<file path="src/rtl/main_control_fsm_pkg.sv">
// Shared definitions for the multicycle MIPS control path: FSM states, opcode/funct
// encodings and the ALU select codes understood by the datapath ALU.
package main_control_fsm_pkg;

    typedef enum logic [3:0] {
        StFetch,
        StDecode,
        StMemAdr,
        StMemRd,
        StMemWb,
        StMemWr,
        StRExec,
        StRWb,
        StIExec,
        StIWb,
        StBranch,
        StJump
    } state_e;

    localparam logic [5:0] OpRType = 6'b000000;
    localparam logic [5:0] OpLw    = 6'b100011;
    localparam logic [5:0] OpSw    = 6'b101011;
    localparam logic [5:0] OpAddi  = 6'b001000;
    localparam logic [5:0] OpAndi  = 6'b001100;
    localparam logic [5:0] OpOri   = 6'b001101;
    localparam logic [5:0] OpBeq   = 6'b000100;
    localparam logic [5:0] OpBne   = 6'b000101;
    localparam logic [5:0] OpJ     = 6'b000010;

    localparam logic [5:0] FnAdd = 6'b100000;
    localparam logic [5:0] FnAnd = 6'b100100;
    localparam logic [5:0] FnOr  = 6'b100101;
    localparam logic [5:0] FnXor = 6'b100110;
    localparam logic [5:0] FnSlt = 6'b101010;

    localparam logic [2:0] AluAdd  = 3'b000;
    localparam logic [2:0] AluAnd  = 3'b001;
    localparam logic [2:0] AluOr   = 3'b010;
    localparam logic [2:0] AluXor  = 3'b011;
    localparam logic [2:0] AluSlt  = 3'b100;
    localparam logic [2:0] AluZero = 3'b111;

endpackage

</file>
<file path="src/rtl/alu_decoder.sv">
// R-type funct field to ALU select; flags funct codes the datapath cannot execute.
module alu_decoder
    import main_control_fsm_pkg::*;
(
    input  logic [5:0] funct,
    output logic [2:0] alu_select,
    output logic       valid
);

    always_comb begin
        alu_select = AluAdd;
        valid      = 1'b1;
        case (funct)
            FnAdd:   alu_select = AluAdd;
            FnAnd:   alu_select = AluAnd;
            FnOr:    alu_select = AluOr;
            FnXor:   alu_select = AluXor;
            FnSlt:   alu_select = AluSlt;
            default: valid      = 1'b0;
        endcase
    end

endmodule

</file>
<file path="src/rtl/main_control_fsm.sv">
// Multicycle MIPS control unit: Moore FSM sequencing fetch, decode and per-class
// execute/writeback steps, with mem_ready stalls in the memory states.
module main_control_fsm
    import main_control_fsm_pkg::*;
(
    input  logic       clk,
    input  logic       reset,
    input  logic [5:0] opcode,
    input  logic [5:0] funct,
    input  logic       zero,
    input  logic       mem_ready,
    output logic       pc_en,
    output logic       i_or_d,
    output logic       mem_write,
    output logic       ir_write,
    output logic       reg_dst,
    output logic       mem_to_reg,
    output logic       reg_write,
    output logic       alu_src_a,
    output logic [1:0] alu_src_b,
    output logic [2:0] alu_select,
    output logic       alu_c_in,
    output logic [1:0] pc_src,
    output logic       zero_ext,
    output logic       illegal
);

    state_e     state_q, state_d;
    logic [2:0] r_alu_select;
    logic       r_valid;

    alu_decoder u_alu_decoder (
        .funct      (funct),
        .alu_select (r_alu_select),
        .valid      (r_valid)
    );

    always_ff @(posedge clk or posedge reset) begin
        if (reset) begin
            state_q <= StFetch;
        end else begin
            state_q <= state_d;
        end
    end

    always_comb begin
        state_d = state_q;
        case (state_q)
            StFetch:  if (mem_ready) state_d = StDecode;
            StDecode: begin
                case (opcode)
                    OpLw, OpSw:             state_d = StMemAdr;
                    OpRType:                state_d = StRExec;
                    OpAddi, OpAndi, OpOri:  state_d = StIExec;
                    OpBeq, OpBne:           state_d = StBranch;
                    OpJ:                    state_d = StJump;
                    default:                state_d = StFetch;
                endcase
            end
            StMemAdr: state_d = (opcode == OpSw) ? StMemWr : StMemRd;
            StMemRd:  if (mem_ready) state_d = StMemWb;
            StMemWr:  if (mem_ready) state_d = StFetch;
            StRExec:  state_d = r_valid ? StRWb : StFetch;
            StIExec:  state_d = StIWb;
            default:  state_d = StFetch;
        endcase
    end

    always_comb begin
        pc_en      = 1'b0;
        i_or_d     = 1'b0;
        mem_write  = 1'b0;
        ir_write   = 1'b0;
        reg_dst    = 1'b0;
        mem_to_reg = 1'b0;
        reg_write  = 1'b0;
        alu_src_a  = 1'b0;
        alu_src_b  = 2'b00;
        alu_select = AluAdd;
        pc_src     = 2'b00;
        zero_ext   = 1'b0;
        illegal    = 1'b0;
        case (state_q)
            StFetch: begin
                alu_src_b = 2'b01;
                ir_write  = mem_ready;
                pc_en     = mem_ready;
            end
            StDecode: begin
                alu_src_b = 2'b11;
                case (opcode)
                    OpLw, OpSw, OpRType, OpAddi, OpAndi, OpOri, OpBeq, OpBne, OpJ: ;
                    default: illegal = 1'b1;
                endcase
            end
            StMemAdr: begin
                alu_src_a = 1'b1;
                alu_src_b = 2'b10;
            end
            StMemRd: i_or_d = 1'b1;
            StMemWb: begin
                mem_to_reg = 1'b1;
                reg_write  = 1'b1;
            end
            StMemWr: begin
                i_or_d    = 1'b1;
                mem_write = 1'b1;
            end
            StRExec: begin
                alu_src_a  = 1'b1;
                alu_select = r_alu_select;
                illegal    = ~r_valid;
            end
            StRWb: begin
                reg_dst   = 1'b1;
                reg_write = 1'b1;
            end
            StIExec: begin
                alu_src_a = 1'b1;
                alu_src_b = 2'b10;
                case (opcode)
                    OpAndi: begin
                        alu_select = AluAnd;
                        zero_ext   = 1'b1;
                    end
                    OpOri: begin
                        alu_select = AluOr;
                        zero_ext   = 1'b1;
                    end
                    default: alu_select = AluAdd;
                endcase
            end
            StIWb: reg_write = 1'b1;
            StBranch: begin
                // Equality test: xor result is zero exactly when the operands match.
                alu_src_a  = 1'b1;
                alu_select = AluXor;
                pc_src     = 2'b01;
                pc_en      = (opcode == OpBne) ? ~zero : zero;
            end
            StJump: begin
                pc_src = 2'b10;
                pc_en  = 1'b1;
            end
            default: ;
        endcase
        // Reset forces FETCH, whose enables follow mem_ready; suppress them until release.
        if (reset) begin
            pc_en     = 1'b0;
            ir_write  = 1'b0;
            mem_write = 1'b0;
            reg_write = 1'b0;
            illegal   = 1'b0;
        end
    end

    assign alu_c_in = 1'b0;

endmodule

</file>
<file path="config.mk">
export PLATFORM = sky130hd
export DESIGN_NAME = main_control_fsm
export DESIGN_NICKNAME = d
export VERILOG_FILES = /design/src/rtl/main_control_fsm_pkg.sv /design/src/rtl/alu_decoder.sv /design/src/rtl/main_control_fsm.sv
export SDC_FILE = /design/constraint.sdc
export NUM_CORES = 1
export LEC_CHECK = 0
export CORE_AREA = 4 4 48 50
export DETAILED_ROUTE_END_ITERATION = 12
export DIE_AREA = 0 0 52 54
export PLACE_DENSITY = 0.73
export RECOVER_POWER = 100
export SETUP_SLACK_MARGIN = 0.05
export SKIP_LAST_GASP = 1
export SYNTH_ARGS = -nofsm -noshare
export SYNTH_HDL_FRONTEND = slang
export SYNTH_SLANG_ARGS = --single-unit
</file>
<file path="constraint.sdc">
create_clock -name clk -period 1.6 [get_ports clk]
set_input_delay 0.16 -clock clk [delete_from_list [all_inputs] [get_ports clk]]
set_output_delay 0.16 -clock clk [all_outputs]
set_load 0.02 [all_outputs]
</file>
### After elaboration in Yosys (flattened, before gate mapping)

Cells that the tools add are included.

| operators by class | value |
|---|---|
| eq/ne operators | 27 |
| mux-type cells | 31 |
| bitwise gates (word level) | 2 |
| reduce and logical (&&, ||, !) cells | 13 |

Operators with widths:

| kind | number |
|---|---|
| $eq A6 B6 Y1 const B | 7 |
| $pmux W4 S7 | 1 |
| $pmux W4 S5 | 1 |
| $eq A6 B4 Y1 const B | 3 |
| $mux W1 | 17 |
| $eq A4 B3 Y1 const B | 4 |
| $eq A4 B4 Y1 const B | 4 |
| $eq A6 B3 Y1 const B | 2 |
| $mux W4 | 3 |
| $pmux W3 S4 | 1 |
| $reduce_or A2 Y1 | 5 |
| $pmux W3 S3 | 1 |
| $reduce_or A9 Y1 | 1 |
| $eq A4 B2 Y1 const B | 2 |
| $pmux W2 S2 | 2 |
| $eq A6 B2 Y1 const B | 1 |
| $logic_not A6 Y1 | 1 |
| $mux W3 | 2 |
| $ne A2 B2 Y1 const B | 3 |
| $pmux W2 S3 | 1 |
| $reduce_or A3 Y1 | 2 |
| $reduce_or A5 Y1 | 1 |
| $eq A4 B1 Y1 const B | 1 |
| $logic_not A4 Y1 | 1 |
| 5 further kinds | 6 |

| word-level totals | value |
|---|---|
| flip-flop bits (word level) | 4 |
| input bits | 16 |
| output and inout bits | 18 |

### Logic depth before layout (Yosys ltp)

Gate-level depths: netlist (run 1).

| depth | value |
|---|---|
| word-level depth | 6 |
| gate-level depth with buffers | 6 |

### Hierarchy

Synthesis (run 1) repeated with hierarchy kept, for this count alone.

| unflattened totals | value |
|---|---|
| cell total of the unflattened synthesis | 113 |
| area, all modules | 753.2 µm² |

By module, submodules not included:

| module | instances | cells an instance | area an instance (µm²) | seq. area each (µm²) |
|---|---|---|---|---|
| main_control_fsm | 1 | 102 | 675.6 | 100.1 |
| alu_decoder | 1 | 11 | 77.6 | 0.0 |

### Worst setup path after synthesis (run 1)

No wires, ideal clock.

| timing | value |
|---|---|
| path kind | register to output |
| start point | reg state_q[0] |
| end point | out alu_select[0] |
| arrival time | 1.590 ns |
| data required time | 1.440 ns |
| path slack | -0.150 ns |
| stages on the path, launching flop included | 6 |
| cell sequence | dfrtp_1 -> clkbuf_2 -> nor4b_4 -> and3_1 -> inv_1 -> o221ai_1 |

| between the ends | value |
|---|---|
| cells in the longest elaborated chain, start to end | 2 |

Ends and longest elaborated chain:

| item | RTL line | text |
|---|---|---|
| start, declared | main_control_fsm.sv:28 | `state_e state_q, state_d;` |
| start signal, assigned | main_control_fsm.sv:40 | `state_q <= StFetch;` |
| start signal, assigned | main_control_fsm.sv:42 | `state_q <= state_d;` |
| $eq A4 B4 Y1 / $eq A4 B3 Y1 (equally long branches) | main_control_fsm.sv:83 | `case (state_q)` |
| $pmux W3 S3 * | main_control_fsm.sv:83 |  |
| end, declared | main_control_fsm.sv:21 | `output logic [2:0] alu_select,` |

Every way passes the cells marked *; elsewhere a longest branch is shown, timed or not.

### Worst setup path in the final report (run 1)

| timing | value |
|---|---|
| start point | reg state_q[1] |
| end point | out alu_select[0] |

Same word-level chain as after synthesis.

==> results.cfg, run 1 <==
[worst_setup_path]
crit_fanout = 3
worst_ep_required_time_ps = 1440
end_kind = output port
critPathKind = reg -> out
worstReg2RegStart = state_q[1]
crit_path_start = state_q[1]
cp.arrival_ps = 1600
cp-start-kind = flop

[yosys]
synth_cell_types = 49
synth_nets = 121
yosys-top-cells-area = dfrtp_1 (13%), nor2_1 (7.5%), xnor2_1 (4.6%)
ys_top_cells_by_count = nor2_1 (15), inv_1 (7), nand2_1 (7)
synthArstFlopShare_pct = 100
synth.avg_cell_area_um2 = 7.20
netlist_instances = 105
yosysWarnings = 0
synth_area_um2 = 756
synth_flop_cell = dfrtp_1
yosysSeqAreaShare_pct = 13.2
synth_top_area_cell = dfrtp_1
yosysTopAreaCellShare_pct = 13.2
yosysMostFrequentCell = nor2_1
synth_edf_count = 0
synth_seq_cells = 4

[drt]
first_pass_iters = 4
via_per_inst = 5.84
wirelength_um = 3920
drc = 0
wire_per_inst_um = 18.7
postRouteAntennaNets = 0
drt_iter0_drc = 72
vias = 1227

[floorplan]
io_pins = 34
die_y_um = 54
rows = 16
dieArea_um2 = 2810
coreArea_um2 = 1900
start_util_pct = 39.7
die_w_um = 52

[cells_and_area]
antenna_cells = 0
drive_above_1_share_pct = 57.9
largest-register = state_q
utilization_pct = 88.1
largestRegisters = state_q: 4 flops
stdcell_count = 210
largest_register_ffs = 4
nNetsFinal = 201
fin_area_um2 = 1680
syn_to_final_growth_pct = 122

[timing]
tightest_slew_ps = 564
setup_viol = 11
slew_headroom_pct = 61.9
layout_setup_ws_ps = -162
grt_setup_unrepaired = true
finalHoldViolations = 0
skew_ps = 5.84
fmax_ghz = 0.568
drv_slew = 0
post-route-period-util_pct = 110
period_minus_slack_ps = 1760
fin_tns_setup_ps = -902

[status]
violations = setup timing
outcome = finished with violations

[min_path]
min-delay-start = opcode[2]
holdCritPathClass = in -> reg

[clocking]
cts_made_buffers = 3
clk_latency_ps = 240
htreeDepth = 1
cts_sinks = 4
clk_pin_slew_ps = 40
cts_tree = built
clock_path_buffers = 2
root_buffer = clkbuf_4

[power_and_ir_drop]
leakagePower_nw = 0.789
p_int_w = 0.00112
p_sw_w = 0.000988
powerDensity_nw_per_um2 = 1260
swShare_pct = 46.9
p_clk_share_pct = 6.1
comb_power_share_pct = 84.5
vdd_ir_drop_max_v = 0.000945
power_frac_seq_pct = 9.4
finalPower_w = 0.00211

[grt]
grt_start_max_net_pins = 10
grtUsageTotal_pct = 21.7
grt-ovfl-total = 0
grt_pass1_wl_um = 4680
grt_antenna_before_repair = 0
grt_pass1_vias = 1092

[place]
gp_congestion = 0.851
dp_cells = 194
portBuffers = 32
dp_hpwl_um = 2160
placed_area_um2 = 1380

[job]
cap_violations = 0
## power by group through the flow
stage                     clock network (W)  registers (W)  logic (W)
after floorplan                           0       0.000165   0.000743
after global placement                    0       0.000185    0.00122
after detailed placement                  0       0.000188    0.00125
after CTS                          0.000130       0.000189    0.00135
after global routing               0.000136       0.000201    0.00185
final                              0.000129       0.000197    0.00178
## cell families (layout without fill, tap and decap cells)
logic type      Yosys count  count (layout)  share of synthesized area (%)
simple gates             54              54                           42.9
compound gates           28              28                           29.6
buf+inv                  14              92                           9.11
xor+xnor                  4               4                           4.64
flops                     4               4                           13.2
other cells               1               1                          0.496
## cell type report
cell class              instances  area, µm²
multi-input cells              87        774
clock buffers                   3       22.5
flip-flops and latches          4        103
inverters                       7       28.8
fillers                        88        226
repair buffers                 82        713
well taps                      27       33.8
## path summary, 6_finish.rpt
path / slack, ps / depth (start not counted) / end
worst min register to register: 800 / 3 / state_q[3]
max in group asynchronous: 820 / 3 / state_q[2]
min in group asynchronous: 610 / 3 / state_q[3]
worst max-delay path: -160 / 5 / alu_select[0]
worst min-delay path: 470 / 4 / state_q[3]
worst max register to register: 20 / 6 / state_q[1]
## worst max-delay path, cell delays in order (launching register included)
cell and delay [ps]:
dfrtp_1 420, nor4b_4 330, and3_4 260, inv_2 40
o221ai_2 140, buf_4 160
## routing by layer
metal / part of all wire (%) / GRT usage [%] / wire length, µm
met1: 37 / 24.4 / 1450
met2: 53 / 43.5 / 2090
met3: 7.2 / 1.39 / 282
met4: 2.6 / 5.68 / 100
met5: 0 / 0 / 0
## per-stage QoR
stage	setup slack [ps]	hold slack [ps]
2_1_floorplan	17.5	-73.9
3_3_place_gp	-627	637
3_5_place_dp	-743	655
4_1_cts	-146	407
5_1_grt	-223	522
6_report	-162	470
## cell usage in the layout (no fill, tap or decap), drive strengths merged, types with 4 or more instances in the layout
| cell | Yosys | final |
|---|---|---|
| nor3 | 6 | 6 |
| dfrtp | 4 | 4 |
| xnor2 | 4 | 4 |
| dlymetal6s2s | 0 | 5 |
| nand2 | 7 | 7 |
| dlygate4sd2 | 0 | 4 |
| inv | 7 | 7 |
| nor2b | 5 | 5 |
| nand2b | 4 | 4 |
| clkdlybuf4s50 | 0 | 5 |
| buf | 5 | 66 |
| o21ai | 5 | 5 |
| nor2 | 15 | 15 |
| clkbuf | 2 | 4 |
## what timing repair did
item / 4_1_cts / 5_1_grt
hold buffers: 0 / 0
pin swaps: 8 / 17
cloned: 0 / 0
buffers inserted: 6 / 8
gates resized for setup: 99 / 53
endpoints found under the setup margin: 18 / 20
No activity file was read; power rests on OpenSTA's default activity.
==> run 2, diff against run 1 <==
--- a/config.mk
+++ b/config.mk
@@ -9,8 +9,8 @@
 export DETAILED_ROUTE_END_ITERATION = 12
 export DIE_AREA = 0 0 52 54
 export PLACE_DENSITY = 0.73
-export RECOVER_POWER = 100
-export SETUP_SLACK_MARGIN = 0.05
+export RECOVER_POWER = 25
+export SETUP_SLACK_MARGIN = 0.3
 export SKIP_LAST_GASP = 1
 export SYNTH_ARGS = -nofsm -noshare
 export SYNTH_HDL_FRONTEND = slang
==> run 2 against run 1 <==
The run now fails in global routing (5_1_grt). Synthesized cell count is the same. Area after synthesis unchanged.
==> results.cfg, run 2 <==
[yosys]
synth_edf_count = 0
synth_cell_types = 49
synth_flop_cell = dfrtp_1
netlist_instances = 105
yosysSeqAreaShare_pct = 13.2
ys_top_cells_by_count = nor2_1 (15), inv_1 (7), nand2_1 (7)
synth_nets = 121
yosys-top-cells-area = dfrtp_1 (13%), nor2_1 (7.5%), xnor2_1 (4.6%)
synth.avg_cell_area_um2 = 7.20
yosysWarnings = 0
yosysTopAreaCellShare_pct = 13.2
synthArstFlopShare_pct = 100
synth_area_um2 = 756
synth_seq_cells = 4
yosysMostFrequentCell = nor2_1
synth_top_area_cell = dfrtp_1

[status]
error_line = [ERROR GRT-0232] Routing congestion too high. Check the congestion heatmap in the GUI.
lastStage = global routing (5_1_grt)
outcome = stopped before the end

[clocking]
cts-hold-fix-buffers = 0
root_buffer = clkbuf_4
cts_sinks = 4
cts_made_buffers = 3
htreeDepth = 1
clock_path_buffers = 2

[place]
portBuffers = 32
dp_hpwl_um = 2240
gp_congestion = 0.907

[grt]
grtUsageTotal_pct = 62.4
grt_antenna_before_repair = 1
grt_start_max_net_pins = 11
grt-ovfl-total = 26

[floorplan]
start_util_pct = 39.7
rows = 16
io_pins = 34
die_y_um = 54
die_w_um = 52

[timing]
postGrtWorstEndpoint = alu_select[0]
worst-ep-kind = primary output
==> run 2: cell counts after synthesis <==
No cell type changed its count.
==> run 2: kinds of logic after synthesis <==
logic type / after synthesis / share of synthesized area [%]
and+or+nand+nor: 54 / 42.9
AOI/OAI and AO/OA: 28 / 29.6
buffers and inverters: 14 / 9.11
xor gates and xnor gates: 4 / 4.64
DFF: 4 / 13.2
other: 1 / 0.496
==> run 2: through the flow <==
step           cell area, µm²  std cells  utilization (%)  worst slack (ps)  hold slack [ps]
2_1_floorplan             850        105                -              17.5            -73.9
3_3_place_gp             1440        197             75.7              -625              647
3_5_place_dp             1440        197             75.7              -726              646
4_1_cts                  1630        213             85.7              -252              502
==> run 2: what timing repair did <==
item / 4_1_cts
endpoints found under the setup margin: 21
buffers inserted: 12
cloned: 1
gates resized for setup: 107
pin swaps: 16
==> run 2: routing by layer <==
layer	GRT overflow	global-route usage, %
met5	0	8.33
met4	8	73.4
met3	0	45.7
met2	18	83.5
met1	0	55.8
==> run 3, diff against run 2 <==
--- a/config.mk
+++ b/config.mk
@@ -5,12 +5,11 @@
 export SDC_FILE = /design/constraint.sdc
 export NUM_CORES = 1
 export LEC_CHECK = 0
-export CORE_AREA = 4 4 48 50
+export CORE_AREA = 4 4 65 67
 export DETAILED_ROUTE_END_ITERATION = 12
-export DIE_AREA = 0 0 52 54
-export PLACE_DENSITY = 0.73
+export DIE_AREA = 0 0 69 71
+export PLACE_DENSITY_LB_ADDON = 0.15
 export RECOVER_POWER = 25
-export SETUP_SLACK_MARGIN = 0.3
 export SKIP_LAST_GASP = 1
 export SYNTH_ARGS = -nofsm -noshare
 export SYNTH_HDL_FRONTEND = slang
==> run 3 against run 2 <==
The flow now finishes, with violations (setup timing).
==> results.cfg, run 3 (synthesis results as in run 1) <==
[floorplan]
io_pins = 34
start_util_pct = 20.8
coreArea_um2 = 3630
dieArea_um2 = 4900
rows = 22
die_y_um = 71
die_w_um = 69

[cells_and_area]
largest_register_ffs = 4
multi_input_area_um2 = 719
mostFrequentLayoutCell = buf_4
syn_to_final_growth_pct = 119
drive_above_1_share_pct = 54.1
seq_area_um2 = 103
fillCellCount = 374
nNetsFinal = 203
stdcell_count = 233
antenna_cells = 0
mostFrequentLayoutCells = buf_4 (47), buf_6 (17), nor2_1 (11), dlygate4sd2_1 (9), inv_1 (6)
largest-register = state_q
largestRegisters = state_q: 4 flops

[place]
dp_hpwl_um = 2270
portBuffers = 32
dp_cells = 216
gp_congestion = 0.791

[timing]
drv_slew = 0
whs_ps = 579
period_minus_slack_ps = 1760
finalHoldViolations = 0
fmax_ghz = 0.567
layout_setup_ws_ps = -165
post-route-period-util_pct = 110
grt_setup_unrepaired = true
setup_viol = 6
skew_ps = 3.97

[worst_setup_path]
crit_fanout = 3
critPathKind = reg -> out
worst_ep_required_time_ps = 1440
end_kind = output port
r2r_slack_ps = 90
cp.arrival_ps = 1600
cp-start-kind = flop

[min_path]
holdCritPathClass = in -> reg

[clocking]
clk_latency_ps = 210
clock_path_buffers = 2
cts_sinks = 4
cts_tree = built
root_buffer = clkbuf_8
cts_made_buffers = 3
htreeDepth = 1
clk_pin_slew_ps = 30

[drt]
first_pass_iters = 4
drt_iter0_drc = 30
wire_per_inst_um = 12.9
wirelength_um = 3020
postRouteAntennaNets = 0
via_per_inst = 4.60
vias = 1071
drc = 0

[power_and_ir_drop]
powerDensity_nw_per_um2 = 1200
leakagePower_nw = 0.753
vdd_ir_drop_max_v = 0.000421

[grt]
grt_pass1_wl_um = 5040
busiest_layer = met2
grt_start_max_net_pins = 11
grt_antenna_before_repair = 0
grtUsageTotal_pct = 12.1
grt_pass1_vias = 1157
use_met3_pct = 2.13
grt_use_met1_pct = 14.7
grt-ovfl-total = 0
grtUsageMet2_pct = 22.7

[job]
cap_violations = 0

[status]
violations = setup timing
outcome = finished with violations
## run 3: final cells by class
type / count / share of cell area, %
inverter: 7 / 1.59
timing repair buffer: 84 / 42.7
multi-input combinational: 87 / 43.4
clock buffer: 3 / 2.49
tap: 48 / 3.63
sequential: 4 / 6.19
## run 3: through the flow
| step | worst slack, ps | util [%] | power (W) | area [µm²] | TNS (ps) |
|---|---|---|---|---|---|
| finish | -165 | 45.6 | 0.00199 | 1660 | -516 |
| global route | -220 | 45.6 | 0.00214 | 1660 | -1060 |
| CTS | -208 | 42.8 | 0.00180 | 1550 | -657 |
| detailed placement | -688 | 38.4 | 0.00143 | 1400 | -6420 |
| global placement | -656 | 38.4 | 0.00142 | 1400 | -6220 |
| floorplan | 11.9 | - | 0.000891 | 778 | 0 |
## run 3: per-layer routing
layer | vias to the layer above | share of wire [%]
li1 | 552 | -
met1 | 487 | 44
met2 | 30 | 51
met3 | 2 | 3.6
met4 | 0 | 0.83
met5 | - | 0
## run 3: path summary, 6_finish.rpt
check                      startpoint            end  cells after the start
min reg2reg                state_q[2]     state_q[1]                      2
max                        state_q[0]  alu_select[0]                      5
min                         opcode[4]     state_q[3]                      5
min in group asynchronous       reset     state_q[3]                      3
max in group asynchronous       reset     state_q[2]                      3
max reg2reg                state_q[0]     state_q[1]                      5
## run 3: worst max-delay path, stage by stage (launching register included)
cell	delay (ps)
dfrtp_1	410
nor4b_4	370
and3_4	250
inv_1	50
o221ai_2	150
buf_4	170
## run 3: power breakdown
part	internal, W	switching [W]
clock	0.000160	0.0000464
sequential	0.000138	0.0000477
combinational	0.000850	0.000752
## run 3: repair_timing
action,4_1_cts,5_1_grt
endpoints found under the setup margin,18,17
resized for setup,115,27
pin swaps,12,9
buffers inserted,10,4
hold buffers,0,0
gates cloned,0,0
==> run 4, diff against run 3 <==
--- a/config.mk
+++ b/config.mk
@@ -5,6 +5,7 @@
 export SDC_FILE = /design/constraint.sdc
 export NUM_CORES = 1
 export LEC_CHECK = 0
+export ABC_CLOCK_PERIOD_IN_PS = 1700
 export CORE_AREA = 4 4 65 67
 export DETAILED_ROUTE_END_ITERATION = 12
 export DIE_AREA = 0 0 69 71
==> constraint.sdc (replaced) <==
create_clock -name clk -period 1.7 [get_ports clk]
set_input_delay 0.17 -clock clk [delete_from_list [all_inputs] [get_ports clk]]
set_output_delay 0.17 -clock clk [all_outputs]
set_load 0.02 [all_outputs]
==> run 4 against run 3 <==
First-iteration DRC count is 3.3% lower. Sequential power down 4%. Cell count decreased by 3.0%. Critical endpoint unchanged. The flow still finishes with violations (setup timing). Largest cell class unchanged.
==> results.cfg, run 4 (synthesis results as in run 1) <==
[status]
outcome = finished with violations
violations = setup timing

[floorplan]
io_pins = 34
start_util_pct = 20.8
coreArea_um2 = 3630
rows = 22
die_y_um = 71
die_w_um = 69
dieArea_um2 = 4900

[cells_and_area]
fin_area_um2 = 1510
mostFrequentLayoutCell = buf_4
largest-register = state_q
mostFrequentLayoutCells = buf_4 (47), nor2_1 (14), buf_2 (10), clkdlybuf4s50_1 (8)
syn_to_final_growth_pct = 100
largest_register_ffs = 4
fillCellCount = 408
drive_above_1_share_pct = 49.4
stdcell_count = 226
nNetsFinal = 196
largestRegisters = state_q: 4 flops
antenna_cells = 0

[worst_setup_path]
cp_cell_sequence = nor4b_4, and3_4, inv_2, o221ai_2, buf_4
critPathKind = reg -> out
worstReg2RegEnd = state_q[0]
reg2regPathDepth = 7
worstReg2RegStart = state_q[1]
path_delay_family = simple AND/OR/NAND/NOR gates
r2r_slack_ps = 80
end_kind = output port
critPathSlowestCell = dfrtp_2
slowest_delay_ps = 420
path_buf_inv = 2
worst_ep_required_time_ps = 1530
cp-start-kind = flop
crit_fanout = 3
cp.arrival_ps = 1600

[clocking]
cts_sinks = 4
cts_tree = built
htreeDepth = 1
clk_pin_slew_ps = 30
clk_latency_ps = 210
clock_path_buffers = 2
root_buffer = clkbuf_8
cts_made_buffers = 3
cts-hold-fix-buffers = 0

[place]
dp_cells = 220
placed_area_um2 = 1420
pre_cts_ws_ps = -589
dp_hpwl_um = 2360
gp_congestion = 0.733
portBuffers = 32

[power_and_ir_drop]
vdd_ir_drop_max_v = 0.000389
leakagePower_nw = 0.695
powerDensity_nw_per_um2 = 1110

[timing]
fmax_ghz = 0.566
period_minus_slack_ps = 1770
whs_ps = 587
drv_slew = 0
fin_tns_setup_ps = -102
grt_setup_unrepaired = true
layout_setup_ws_ps = -68.1
skew_ps = 2.55
post-route-period-util_pct = 104
setup_viol = 3
finalHoldViolations = 0

[grt]
grt-ovfl-total = 0
grt_pass1_vias = 1081
grt_pass1_wl_um = 4830
grtUsageTotal_pct = 11.5
grt_start_max_net_pins = 10
grt_antenna_before_repair = 0

[min_path]
holdCritPathClass = in -> async

[drt]
drc = 0
drt_iter0_drc = 29
postRouteAntennaNets = 0
first_pass_iters = 4
vias = 1047
wirelength_um = 2900
wire_per_inst_um = 12.8
via_per_inst = 4.63

[job]
cap_violations = 0
[run 4: changes by cell type in the layout (fill, tap and decap cells not counted), sizes merged]
cell and delta:
buf -9, clkdlybuf4s50 +3, dlygate4sd2 -2, clkdlybuf4s15 +1
[run 4: what timing repair did]
action	in CTS	in global routing
gates resized for setup	87	16
setup buffers	2	1
setup endpoints to repair	17	12
pin swaps	7	2
hold endpoints to repair	0	0
[run 4: worst register-to-register path, delay by kind of cell (launching register included)]
kind | cells | cell delay (ps)
DFF | 1 | 410
AOI/OAI and AO/OA | 2 | 570
and+or+nand+nor | 1 | 90
buffers and inverters | 4 | 480
[run 4: final cells by class]
type                    instances  area [µm²]  share of cell area, %
clock buffers                   3        41.3                   2.73
multi-input cells              87         691                   45.7
inverters                       7        26.3                   1.74
flip-flops and latches          4         103                   6.78
repair buffers                 77         592                   39.1
well taps                      48        60.1                   3.97
[run 4: report_power, final]
group / leakage (nW) / total [W] / switching, W / internal (W)
Combinational: 0.623 / 0.00131 / 0.000646 / 0.000659
Sequential: 0.0504 / 0.000178 / 0.0000475 / 0.000131
Clock: 0.0216 / 0.000191 / 0.0000404 / 0.000150
[run 4: routing by layer]
layer | routed length [µm] | track usage [%] | vias up | part of all wire [%]
met5 | 0 | 0 | - | 0
met3 | 118 | 1.99 | 0 | 4.1
met4 | 0 | 0.651 | 0 | 0
met1 | 1310 | 14.6 | 480 | 45
li1 | - | - | 537 | -
met2 | 1470 | 21.4 | 30 | 51
[run 4: worst max path at each step]
stage / slack [ps] / endpoint / startpoint / depth (start not counted)
final: -70 / alu_select[0] / state_q[2] / 5
after detailed placement: -590 / illegal / opcode[1] / 6
after global placement: -580 / alu_select[0] / opcode[1] / 6
after global routing: -100 / alu_select[0] / state_q[2] / 5
after CTS: -110 / alu_select[0] / state_q[0] / 5
after floorplan: 40 / alu_select[0] / state_q[0] / 5
[run 4: stage by stage]
stage / utilization, % / power [W]
finish: 41.6 / 0.00167
global placement: 39.1 / 0.00138
global route: 41.6 / 0.00179
floorplan: - / 0.000811
detailed placement: 39.1 / 0.00139
CTS: 40.8 / 0.00160
==> RTL change 1: new RTL, settings of run 3 <==
Make the reset (`reset`) synchronous in one clocked block.
--- a/src/rtl/main_control_fsm.sv
+++ b/src/rtl/main_control_fsm.sv
@@ -35,7 +35,7 @@
         .valid      (r_valid)
     );
 
-    always_ff @(posedge clk or posedge reset) begin
+    always_ff @(posedge clk) begin
         if (reset) begin
             state_q <= StFetch;
         end else begin
Function: differs if reset is asserted again (counterexample within 4 cycles, from zero or initial values and one cycle with reset high); with reset held inactive, the same outputs for 10 cycles.
==> RTL change 1 against run 3 <==
Sequential cell count stayed put. The flow still finishes with violations (setup timing). Critical path type is now in2out. Via count is 2.9% higher. Worst setup slack better by 0.076 ns. Area after synthesis is 4.1% lower. Design area is 2.5% higher. Wire length is 4.8% lower. Count of clock-buffer cells in the layout stayed put.
Power is left out: it rests on default switching activity, and per cell area and clock period it moved more than threefold.
==> RTL change 1: results (changes against run 3) <==
[status]
status = finished with violations
violations = setup timing

[routing]
drtIter0Drc = 33  ; +10%
dr.pass1.iters = 4  ; unchanged
vias_per_cell = 4.52  ; -1.7%
routed_wl_mm = 2.87  ; -4.8%

[grt]
grt_overflow = 0  ; unchanged
grt_antenna_before_repair = 0  ; unchanged
grt_usage_pct = 11.1  ; -1.1 points
grt_pass1_wl_mm = 4.57  ; -9.2%
grt_max_degree = 12  ; +1
grt_pass1_vias = 1071  ; -7.4%

[setup_path]
crit_fanout = 3  ; unchanged
r2r_setup_slack_ns = 0.03  ; -0.06 ns
critPathArrivalTime_ns = 1.53  ; -0.07 ns
slowest_delay_ns = 0.53  ; +0.12 ns
path_delay_family = simple AND/OR/NAND/NOR gates
cp_slowest_cell = or4_4
rr_endpoint = state_q[1]
ff2ff_path_depth = 5  ; unchanged
r2r-start = state_q[3]

[hold_path]
hp-start = opcode[5]
hold_class = in2reg
hold_depth = 5  ; unchanged
hold_end = state_q[3]

[synthesis]
syn_nets = 130  ; +7.4%
ys_seq_area_share_pct = 11.1  ; -2.2 points
synthTopCellsByArea = dfxtp_1, nor2_1, a21oi_1, o21ai_0, nand2_1
yosysUniqueCellTypes = 40  ; -18%
synth_common_cells = nor2_1, nand2_1, a21oi_1
synth_ff_type = dfxtp_1
ys_async_sr_fraction_pct = 0  ; -100 points
ys_warn_count = 0  ; unchanged

[clocking]
clock_path_buffers = 2  ; unchanged
cts_buffers = 3  ; unchanged
clkLatencyLatePin_ns = 0.22
htree_levels = 1  ; unchanged
root_buffer = clkbuf_8
clkTransAtPathRegs_ns = 0.03  ; about the same

[final_layout]
drive_above_1_share_pct = 58.2  ; +4.1 points
diodes = 0  ; unchanged
top_regs = state_q x4
num-nets-final = 214  ; +5.4%

[timing]
setup_ws_ns = -0.0886  ; +0.0760 ns
setup_viol = 5  ; -1
whs_ns = 0.498  ; -0.0813 ns
final.setup_skew_ns = 0.00186  ; -0.00210 ns

[place]
dp_hpwl_mm = 2.12  ; -6.6%
place.port_buffers = 32  ; unchanged
gp_congestion = 0.813  ; +2.8%
place_ws_ns = -0.855  ; -0.167 ns

-- RTL change 1: layout make-up --
type | instances | area, sq um
Tap cell | 48 | 60.1
Inverter | 5 | 18.8
Clock buffer | 3 | 41.3
Fill cell | 371 | 1940
Multi-Input combinational cell | 95 | 718
Sequential cell | 4 | 90.1
Timing Repair Buffer | 89 | 769
-- RTL change 1: kinds of logic after synthesis --
logic type	after synthesis	share of synthesized area, %
flops	4	11.1
compound gates	30	25.0
xor+xnor	3	3.63
other cells	1	0.518
simple gates	61	48.0
buf+inv	15	11.7
-- RTL change 1: metal layers --
metal	track usage [%]	routed length, um	vias to the layer above
met5	0	0	-
met4	2.60	14	0
met3	2.27	101	2
met2	19.5	1470	18
met1	13.7	1290	502
li1	-	-	580
-- RTL change 1: repair_timing --
item                       4_1_cts  5_1_grt
setup endpoints to repair       18       18
buffers inserted                 2       10
gates resized for setup         87       67
pin swaps                        9       17
gates cloned                     0        1
-- RTL change 1: tightest hold or removal path, delay by kind of cell --
family / cells / cell delay, ns
AOI/OAI and AO/OA: 1 / 0.14
and+or+nand+nor: 2 / 0.12
buffers and inverters: 2 / 0.25
-- RTL change 1: how the worst max path moves through the flow --
| stage | start | cells past startpoint | slack [ns] | endpoint |
|---|---|---|---|---|
| after floorplan | state_q[1] | 5 | 0.02 | alu_select[0] |
| after global placement | funct[2] | 7 | -0.83 | illegal |
| after detailed placement | funct[2] | 7 | -0.86 | illegal |
| after CTS | opcode[1] | 7 | -0.19 | illegal |
| after global routing | state_q[3] | 6 | -0.21 | alu_select[1] |
| final | funct[1] | 7 | -0.09 | illegal |
-- RTL change 1: metrics by stage --
stage	cells	util [%]	cell area, sq um	setup TNS (ns)
after floorplan	114	-	731	0
after global placement	228	37.8	1380	-5.58
after detailed placement	228	37.8	1380	-5.75
after CTS	233	39.4	1430	-0.587
after global routing	244	46.7	1700	-1.09
final	244	46.7	1700	-0.304
==> RTL change 2: new RTL, settings of run 3 <==
Made on the original files. The 12 states of `state_e` get a one-hot encoding in 12 bits.
--- a/src/rtl/main_control_fsm_pkg.sv
+++ b/src/rtl/main_control_fsm_pkg.sv
@@ -2,19 +2,19 @@
 // encodings and the ALU select codes understood by the datapath ALU.
 package main_control_fsm_pkg;
 
-    typedef enum logic [3:0] {
-        StFetch,
-        StDecode,
-        StMemAdr,
-        StMemRd,
-        StMemWb,
-        StMemWr,
-        StRExec,
-        StRWb,
-        StIExec,
-        StIWb,
-        StBranch,
-        StJump
+    typedef enum logic [11:0] {
+        StFetch  = 12'b000000000001,
+        StDecode = 12'b000000000010,
+        StMemAdr = 12'b000000000100,
+        StMemRd  = 12'b000000001000,
+        StMemWb  = 12'b000000010000,
+        StMemWr  = 12'b000000100000,
+        StRExec  = 12'b000001000000,
+        StRWb    = 12'b000010000000,
+        StIExec  = 12'b000100000000,
+        StIWb    = 12'b001000000000,
+        StBranch = 12'b010000000000,
+        StJump   = 12'b100000000000
     } state_e;
 
     localparam logic [5:0] OpRType = 6'b000000;
Formal check against the unedited RTL: no difference found for any inputs over 10 cycles, from zero or initial values and one cycle with reset high; not proved beyond that.
==> RTL change 2 against run 3 <==
The flow still finishes with violations (setup timing). Design area increased by 25%. Area after synthesis increased by 34%. Worst setup slack got worse by 0.37 ns. Clock power increased by 39%. Power decreased by 23%. Highest routed layer unchanged. Synthesized cell count increased by 14%. Sequential cell count increased by 8. Wire length increased by 12%. Combinational power decreased by 45%. Utilization increased by 11 points. Non-clock buffer count increased by 7.
==> RTL change 2: results (changes against run 3) <==
[setup_path]
critPathArrivalTime_ns = 1.97  ; +0.37 ns
cp-startpoint = state_q[0]
r2r_setup_slack_ns = -0.26  ; -0.35 ns
ff2ff_path_depth = 9  ; +4
rr_endpoint = state_q[0]
r2r-start = state_q[1]
crit_fanout = 4  ; +1

[timing]
whs_ns = 0.387  ; -0.193 ns
setup_ws_ns = -0.531  ; -0.367 ns
setup_tns_ns = -7.55  ; -7.04 ns
final.setup_skew_ns = 0.00104  ; -0.00293 ns
setup_viol = 20  ; +14

[clocking]
clkLatencyLatePin_ns = 0.24  ; +0.03 ns

[final_layout]
nonClkBufAreaFrac_pct = 37.5  ; -5.1 points
clkCellAreaFrac_pct = 2.17  ; -0.32 points
multi_input_gates = 96  ; +10%
inverters = 6  ; -1
fill_cells = 339  ; -9.4%
multi_input_area_sq_um = 865  ; +20%
final_cell_area_sq_mm = 0.00207  ; +25%
buffers_excl_clock = 91  ; +8.3%

[synthesis]
syn_nets = 136  ; +12%
synthTopCellsByArea = dfrtp_1, nor2_1, nor4_4, nor3_1, xnor2_1
synthCells = 120  ; +14%
synth_xor_area_share_pct = 5.19  ; +0.56 points
ys_seq_area_share_pct = 29.8  ; +17 points
synth_compound_area_share_pct = 9.77  ; -20 points

[place]
place_ws_ns = -0.832  ; -0.144 ns
dp.cells = 242  ; +12%
placed_cell_area_sq_mm = 0.00176  ; +26%
gp_congestion = 0.783  ; -0.97%
dp_hpwl_mm = 2.66  ; +17%

[grt]
use_met3_pct = 3.55  ; +1.4 points
grt_max_degree = 13  ; +2
grt_usage_pct = 14.4  ; +2.3 points
gr-usage-met1_pct = 16.0  ; +1.3 points
grt_pass1_wl_mm = 5.78  ; +15%
grt_pass1_vias = 1282  ; +11%

[power_and_ir_drop]
ir_drop_mv = 0.346  ; -18%
swShare_pct = 35.8  ; -6.6 points
power_leakage_uw = 0.000985  ; +31%

[hold_path]
hold_depth = 2  ; -3

[routing]
vias_per_cell = 4.79  ; +4.2%
routed_wl_mm = 3.37  ; +12%
wl_met1_mm = 1.36  ; +2.3%
avgRoutedWirePerCell_um = 13.1  ; +1.2%
drtIter0Drc = 20  ; -33%

[status]
status = finished with violations
violations = setup timing

==> RTL change 2: changes by cell type after synthesis, sizes merged, moves of 3 or more <==
cell    delta
nor2       +3
a31oi      +4
and2       +3
nand3      +3
dfrtp      +7
nand4b     +3
or3        +4
and4b      +3
==> RTL change 2: critical path, cell delays in order (launching register included) <==
cell     delay (ns)
dfstp_2        0.55
nor4_4         0.06
buf_4          0.15
and2_4         0.15
and4b_1        0.20
buf_6          0.15
or3_4          0.32
buf_6          0.14
==> RTL change 2: what timing repair did <==
action                                  4_1_cts  5_1_grt
pin swaps                                    12       10
buffers inserted                              8        6
endpoints found under the setup margin       24       24
hold endpoints to repair                      0        0
gates resized for setup                     121       24
==> RTL change 2: power groups by stage <==
stage	registers (uW)	logic (uW)	clock network, uW
final	362	886	287
after CTS	361	767	290
after detailed placement	366	716	0
after floorplan	347	436	0
after global placement	366	709	0
after global routing	364	955	313
